$ cat src/rtl/cbus_arbiter.sv
// cbus_arbiter: N-master CBus arbiter serving one transaction at a time with zero-latency forwarding.
// Define CBUS_ARBITER_ROUND_ROBIN_EN for round-robin grants; default build is fixed priority (port 0 highest).
package cbus_arbiter_pkg;
  localparam int unsigned CBUS_ADDR_W  = 32;
  localparam int unsigned CBUS_DATA_W  = 64;
  localparam int unsigned CBUS_STRB_W  = CBUS_DATA_W / 8;
  localparam int unsigned CBUS_LEN_W   = 8;
  localparam int unsigned CBUS_SIZE_W  = 3;
  localparam int unsigned CBUS_BURST_W = 2;

  typedef struct packed {
    logic                    valid;
    logic                    is_write;
    logic [CBUS_SIZE_W-1:0]  size;
    logic [CBUS_ADDR_W-1:0]  addr;
    logic [CBUS_STRB_W-1:0]  strobe;
    logic [CBUS_DATA_W-1:0]  data;
    logic [CBUS_LEN_W-1:0]   len;
    logic [CBUS_BURST_W-1:0] burst;
  } cbus_req_t;

  typedef struct packed {
    logic                   ready;
    logic                   last;
    logic [CBUS_DATA_W-1:0] data;
  } cbus_resp_t;
endpackage

module cbus_arbiter
  import cbus_arbiter_pkg::*;
#(
  parameter int unsigned NUM_PORTS = 2
) (
  input  logic       clk,
  input  logic       reset,
  input  cbus_req_t  ireqs  [NUM_PORTS],
  output cbus_resp_t iresps [NUM_PORTS],
  output cbus_req_t  oreq,
  input  cbus_resp_t oresp
);

  localparam int unsigned SEL_W = (NUM_PORTS > 1) ? $clog2(NUM_PORTS) : 1;

  typedef enum logic {
    IDLE = 1'b0,
    BUSY = 1'b1
  } state_t;

  state_t           state;
  logic [SEL_W-1:0] sel;
  logic [SEL_W-1:0] winner;
  logic             any_valid;

`ifdef CBUS_ARBITER_ROUND_ROBIN_EN
  logic [SEL_W-1:0] last_grant;
  int unsigned      idx;

  // First valid port searching upward from last_grant+1, wrapping.
  always_comb begin
    winner    = '0;
    any_valid = 1'b0;
    idx       = 0;
    for (int unsigned k = 1; k <= NUM_PORTS; k++) begin
      idx = (32'(last_grant) + k) % NUM_PORTS;
      if (!any_valid && ireqs[idx].valid) begin
        winner    = SEL_W'(idx);
        any_valid = 1'b1;
      end
    end
  end
`else
  // Lowest-index valid port wins.
  always_comb begin
    winner    = '0;
    any_valid = 1'b0;
    for (int unsigned k = 0; k < NUM_PORTS; k++) begin
      if (!any_valid && ireqs[k].valid) begin
        winner    = SEL_W'(k);
        any_valid = 1'b1;
      end
    end
  end
`endif

  // Grant FSM: sel is frozen for the whole transaction, released on ready&last.
  always_ff @(posedge clk or posedge reset) begin
    if (reset) begin
      state <= IDLE;
      sel   <= '0;
`ifdef CBUS_ARBITER_ROUND_ROBIN_EN
      last_grant <= SEL_W'(NUM_PORTS - 1);
`endif
    end else begin
      case (state)
        IDLE: begin
          if (any_valid) begin
            state <= BUSY;
            sel   <= winner;
`ifdef CBUS_ARBITER_ROUND_ROBIN_EN
            last_grant <= winner;
`endif
          end
        end
        BUSY: begin
          if (oresp.ready && oresp.last) begin
            state <= IDLE;
          end
        end
        default: state <= IDLE;
      endcase
    end
  end

  // Combinational routing keeps request and response paths at zero added latency.
  always_comb begin
    oreq = '0;
    for (int unsigned i = 0; i < NUM_PORTS; i++) begin
      iresps[i] = '0;
    end
    if (state == BUSY) begin
      oreq = ireqs[sel];
      for (int unsigned i = 0; i < NUM_PORTS; i++) begin
        if (sel == SEL_W'(i)) begin
          iresps[i] = oresp;
        end
      end
    end
  end

endmodule

$ cat config.mk
export PLATFORM = sky130hd
export DESIGN_NAME = cbus_arbiter
export DESIGN_NICKNAME = d
export VERILOG_FILES = /design/src/rtl/cbus_arbiter.sv
export SDC_FILE = /design/constraint.sdc
export NUM_CORES = 1
export LEC_CHECK = 0
export CORE_AREA = 2 2 214 216
export DETAILED_ROUTE_END_ITERATION = 6
export DIE_AREA = 0 0 216 218
export DONT_BUFFER_PORTS = 1
export PLACE_DENSITY = 0.3
export SLEW_MARGIN = 30
export SYNTH_ARGS = -nofsm -noshare
export SYNTH_HDL_FRONTEND = slang
export SYNTH_SLANG_ARGS = --single-unit
$ cat constraint.sdc
create_clock -name clk -period 1.83 [get_ports clk]
set_clock_uncertainty 0.05 [all_clocks]
set_input_delay 0.549 -clock clk [delete_from_list [all_inputs] [get_ports clk]]
set_output_delay 0.549 -clock clk [all_outputs]
set_load 0.005 [all_outputs]
==> results of run 1 <==
[area by class of cell]
| cell class | instances | area share [%] |
|---|---|---|
| Antenna cell | 5 | 0.2675 |
| Clock buffer | 3 | 1.605 |
| Inverter | 2 | 0.5082 |
| Multi-Input combinational cell | 375 | 57.05 |
| Sequential cell | 2 | 1.177 |
| Tap cell | 600 | 16.05 |
| Timing Repair Buffer | 64 | 23.35 |
[state kept, by name, summed over array words and instances (netlist names)]
name and cells:
sel 1, state 1
[metrics by stage]
step	power, W	cells	hold WS [ns]
final	0.003519	1051	0.02151
after floorplan	0.001756	427	0.2402
after detailed placement	0.002140	1012	0.2513
after global placement	0.002137	1012	0.2483
after global routing	0.003714	1051	0.02906
after CTS	0.003308	1039	0.02425
[synthesized netlist by cell type]
cell,count
clkbuf_2,6
dfrtp_1,2
nor3_1,1
nor2b_1,1
and2_1,66
buf_6,5
mux2i_1,119
buf_2,15
and3_1,66
buf_8,9
buf_4,5
a2bb2oi_1,1
nor2b_4,1
inv_1,2
a31oi_1,1
nor2_1,119
clkbuf_1,8
[worst max-delay path by stage]
stage / depth (start not counted) / from / slack [ns] / end
after floorplan: 5 / sel / 0.23 / oreq[100]
after global placement: 5 / sel / -0.44 / oreq[56]
after detailed placement: 5 / sel / -0.49 / oreq[56]
after CTS: 5 / sel / -0.38 / oreq[56]
after global routing: 6 / sel / -0.39 / oreq[74]
final: 6 / sel / -0.35 / oreq[74]
[layer usage]
layer,GRT usage (%),up-vias,wire [um]
met5,0,-,0
met4,2.215,0,502
met3,1.325,20,1843
met2,13.99,359,11270
met1,8.355,1663,7849
li1,-,1485,-
[logic make-up after synthesis]
| family | after synthesis | synth area share [%] |
|---|---|---|
| compound gates | 2 | 0.5135 |
| simple gates | 254 | 44.35 |
| mux | 119 | 40.72 |
| buf+inv | 50 | 12.70 |
| flops | 2 | 1.711 |
[worst max-delay path, cell delays in order (launching register included)]
cell and delay (ns):
dfrtp_4 0.50, buf_16 0.16, buf_12 0.14, buf_12 0.14, mux2i_4 0.18, nor2_1 0.10, buf_4 0.12
[power groups by stage]
stage	clock network (W)	registers (W)	logic, W
6_report	0.000325	0.0000688	0.00313
4_1_cts	0.000328	0.0000684	0.00291
3_3_place_gp	0	0.0000649	0.00207
2_1_floorplan	0	0.0000553	0.00170
3_5_place_dp	0	0.0000654	0.00207
5_1_grt	0.000335	0.0000702	0.00331
[repair_timing]
action | CTS | global route
setup buffers | 11 | 5
hold buffers | 0 | 0
gates resized for setup | 58 | 29
pin swaps | 13 | 26
endpoints found under the setup margin | 251 | 249
gates cloned | 13 | 4
==> run metrics, run 1 <==
status finished with violations; failing checks negative setup slack; Top-Level Pins 557; first-pass GRT wire length 24210 um; CTS Buffer Depth 2; relative slew slack 81.99%; final number of hold-violating endpoints 0; Layout Utilization 10.42%; Setup crit end kind output pin; pre-CTS setup slack -0.4891 ns; CTS Root Cell clkbuf_16; DR iter-0 viols 97; crit share post-route 119.1%; Flop pwr share 2.0%; Setup-failing EPs final 227; reg2reg start state; Synth Instances 427; CP arrival 1.58 ns; Worst setup SP type register; clock latency on the worst-skew pair 0.22 ns; worst-path fanout max 7; top-area cell type share of the netlist area 40.72%; Achievable Freq 0.4587 GHz; RSZ-0062 raised after global routing true; vias per cell 3.356; final slew viol count 0; Ys Warns 0; DR vias 3527; Area Overhead vs Synth 59.92%; area of the multi-input gates 2669 um^2; Leakage Power 2.097 nW; total wire length 21470 um; GPL Wtd Cong 0.9044; Mapped Area 2925 um^2; Hold/Removal Path Class primary input to asynchronous set/reset pin; Reg clk slew, reported paths 0.03 ns; number of global-route vias before repair 3097; setup_tns -48.36 ns; die width 216 um; number of synthesized register bits 2; Starting Density 6.516%; core area 44890 um^2; P_sw 0.001567 W; initial antenna violation count 11; combinational power share 88.8%; setup ws final -0.3499 ns; switching share of power 44.54%; Cell variety after synth 17; slew of the pin with the lowest slew margin 0.2691 ns; hpwl dp 16160 um; row count 78; remaining antenna violation count 0; clock power share 9.2%; Mapped Nets 733; post-synth top area cell mux2i_1; # DRC 0; DIE AREA 47090 um^2; Seq/Total Area, Yosys 1.711%; commonest non-fill, non-tap cells in the layout 109 x nor2_1, 102 x mux2i_1, 64 x and3_1; worst reg-to-reg setup slack 0.73 ns; ranking of synthesized cells by area mux2i_1 41%, nor2_1 15%, and2_1 14%; H-tree depth 1; CTS tree yes; Seq. cell area 55.05 um^2; I/O Buffers 0; share of cells above drive strength 1 24.44%; GRT overflow 0; worst endpoint required time 1.23 ns; DP Area 3680 um^2; VDD IR max 0.4528 mV; Final Cell Area 4678 um^2; most common cell after layout, fill and taps aside nor2_1; PD cells 752.1 nW/um^2; Die H 218 um; first drt pass iteration count 4; fin nets 754; TritonCTS Buffers 3; Max Cap Viol 0; crit path kind register to output pin; P_int 0.001951 W; Filler Cells Inserted 5219; Tmin final 2.180 ns; r2r endpoint state; syn avg cell area 6.851 um^2; largest net degree at the start of global routing 67; Avg WL per Cell 20.43 um; CTS sink cnt 2; GRT Util Overall 7.384%; Reg2Reg Depth 3
No activity file was read; power rests on OpenSTA's default activity.
==> inputs of run 2 (changes only) <==
- ABC_AREA: default -> 1
- CORE_AREA: 2 2 214 216 -> 2 2 219 221
- DIE_AREA: 0 0 216 218 -> 0 0 221 223
==> run metrics, run 2 <==
Mapped Nets 918 (+25%); syn avg cell area 3.925 um^2 (-43%); DR vias 3951 (+12%); Setup crit end kind output pin; Synth Instances 612 (+43%); commonest non-fill, non-tap cells in the layout 256 x nand2_1, 122 x nor2_1, 69 x inv_1; final slew viol count 0 (unchanged); Die H 223 um (+2.3%); DR iter-0 viols 234 (+140%); Hold/Removal Path Class primary input to asynchronous set/reset pin; switching share of power 60.48% (+16 points); largest net degree at the start of global routing 67 (unchanged); Worst path top cell family by delay flip-flops; GRT overflow 0 (unchanged); row count 80 (+2.6%); initial antenna violation count 5 (-6); CTS sink cnt 2 (unchanged); reg2reg start state; status finished with violations; core area 47150 um^2 (+5.0%); number of synthesized flops with an enable pin 0 (unchanged); top-area cell type share of the netlist area 56.56% (+16 points); Reg clk slew, reported paths 0.03 ns (about the same); remaining antenna violation count 0 (unchanged); Setup-failing EPs final 232 (+2.2%); Layout Utilization 9.177% (-1.2 points); CP Cell Sequence nand2_2 -> inv_8 -> buf_12 -> nand2_2 -> nand2_4 -> buf_12; non-filler cells, final 1239 (+18%); Area Overhead vs Synth 80.10%; largest stage delay on the critical path 0.40 ns (-0.10 ns); Filler Cells Inserted 5533 (+6.0%); hold buffer count at CTS 0 (unchanged); PD cells 1546 nW/um^2 (+110%); I/O Buffers 0 (unchanged); P_int 0.002644 W (+36%); die width 221 um (+2.3%); fin nets 929 (+23%); Slowest-stage cell, CP dfrtp_1; slew of the pin with the lowest slew margin 0.3063 ns (+0.03716 ns); most common cell after layout, fill and taps aside nand2_1; Synth top cells by count 362 x nand2_1, 133 x nor2_1, 71 x inv_1; Leakage Power 2.323 nW (+11%); Cells after DPL 1219 (+20%); CP arrival 1.40 ns (-0.18 ns); combinational power share 93.7% (+4.9 points); Starting Density 5.096% (-1.4 points); TritonCTS Buffers 3 (unchanged); worst endpoint required time 1.23 ns (about the same); r2r endpoint state; P_sw 0.004046 W (+160%); VDD IR max 0.5885 mV (+30%); worst path bufs/invs 3 (-1); CTS tree yes; GPL Wtd Cong 0.9015 (-0.32%); first drt pass iteration count 6 (+2); Worst setup SP type register; pre-CTS setup slack -0.1757 ns (+0.3134 ns); clock latency on the worst-skew pair 0.22 ns (about the same); Cell variety after synth 11 (-6); area of the multi-input gates 2407 um^2 (-9.8%); share of cells above drive strength 1 27.38% (+2.9 points); clock power share 4.9% (-4.3 points); Seq/Total Area, Yosys 2.083% (+0.37 points); fraction of registers with async set/reset 100.0% (unchanged); DIE AREA 49280 um^2 (+4.7%); # DRC 0 (unchanged); CTS Root Cell clkbuf_16; worst reg-to-reg setup slack 0.71 ns (-0.02 ns); top-count cell post-synth nand2_1; post-synth top area cell nand2_1; Flop pwr share 1.4% (-0.6 points); Achievable Freq 0.4994 GHz (+8.9%); crit path kind register to output pin; Final Cell Area 4327 um^2 (-7.5%); DP Area 3377 um^2 (-8.2%); ys flop type dfrtp_1; ranking of synthesized cells by area nand2_1 57%, nor2_1 21%, inv_1 11%; hpwl dp 19230 um (+19%); GRT Util Overall 8.103% (+0.72 points); Tmin final 2.002 ns (-0.1776 ns); crit share post-route 109.4% (-9.7 points); biggest regs sel (1), state (1); Seq. cell area 50.05 um^2 (-9.1%); RSZ-0062 raised after global routing true; Reg2Reg Depth 6 (+3); setup ws final -0.1724 ns (+0.1776 ns); CTS Buffer Depth 2 (unchanged); worst-path fanout max 6 (-1); Mapped Area 2402 um^2 (-18%); first-pass GRT wire length 27590 um (+14%); Max Cap Viol 0 (unchanged); H-tree depth 1 (unchanged); relative slew slack 79.58% (-2.4 points); failing checks negative setup slack; number of global-route vias before repair 3308 (+6.8%); number of synthesized register bits 2 (unchanged); vias per cell 3.189 (-5.0%); Top-Level Pins 557 (unchanged); Avg WL per Cell 18.37 um (-10%); Ys Warns 0 (unchanged); total wire length 22760 um (+6.0%); Fin Hold WS 0.02651 ns (+0.004998 ns); final number of hold-violating endpoints 0 (unchanged)
[run 2: cell count changes after synthesis, sizes merged, moves of 10 or more]
| cell | previous run | this run |
|---|---|---|
| nand2 | 0 | 362 |
| mux2i | 119 | 0 |
| inv | 2 | 72 |
| and2 | 66 | 0 |
| and3 | 66 | 0 |
| nor2 | 119 | 134 |
| clkbuf | 14 | 4 |
[run 2: cell type report]
cell class | count | share of cell area (%)
well taps | 615 | 17.78
inverters | 72 | 6.420
multi-input cells | 498 | 55.64
repair buffers | 46 | 17.09
diodes | 3 | 0.1735
clock buffers | 3 | 1.735
flip-flops and latches | 2 | 1.157
[run 2: worst max path at each step]
stage,startpoint,cells past startpoint,slack (ns),end
2_1_floorplan,state,6,0.23,oreq[100]
3_3_place_gp,sel,6,-0.17,oreq[98]
3_5_place_dp,sel,6,-0.18,oreq[98]
4_1_cts,sel,6,-0.18,oreq[99]
5_1_grt,state,7,-0.22,oreq[69]
6_report,sel,6,-0.17,oreq[99]
[run 2: routing by layer]
metal | vias to the layer above | GRT usage (%) | share of wire, %
met5 | - | 0 | 0.12
met4 | 4 | 1.927 | 2.5
met3 | 31 | 2.845 | 11
met2 | 386 | 16.44 | 55
met1 | 1775 | 7.627 | 32
li1 | 1755 | - | -
[run 2: cells by family (layout without fill, tap and decap cells)]
family,count (synthesis),count (layout),synth area share (%)
AOI/OAI and AO/OA,2,2,0.4163
and+or+nand+nor,496,496,77.81
other,0,3,0
DFF,2,2,2.083
buffers and inverters,112,121,19.69
[run 2: timing repair]
action | CTS | global route
gates cloned | 6 | 4
gates resized for setup | 111 | 73
pin swaps | 6 | 22
buffers inserted | 6 | 1
endpoints found under the setup margin | 233 | 233
hold endpoints to repair | 0 | 0
[run 2: through the flow]
stage | total power [W] | TNS (ns)
final | 0.006691 | -20.33
after global routing | 0.007135 | -37.00
after CTS | 0.006410 | -27.25
after detailed placement | 0.004763 | -0.6073
after global placement | 0.004728 | -0.5967
after floorplan | 0.002950 | 0
[run 2: power groups by stage]
| stage | logic [W] | registers, W | clock network, W |
|---|---|---|---|
| finish | 0.00627 | 0.0000922 | 0.000329 |
| global route | 0.00670 | 0.0000962 | 0.000337 |
| CTS | 0.00598 | 0.0000932 | 0.000333 |
| detailed placement | 0.00467 | 0.0000932 | 0 |
| global placement | 0.00464 | 0.0000918 | 0 |
| floorplan | 0.00286 | 0.0000865 | 0 |
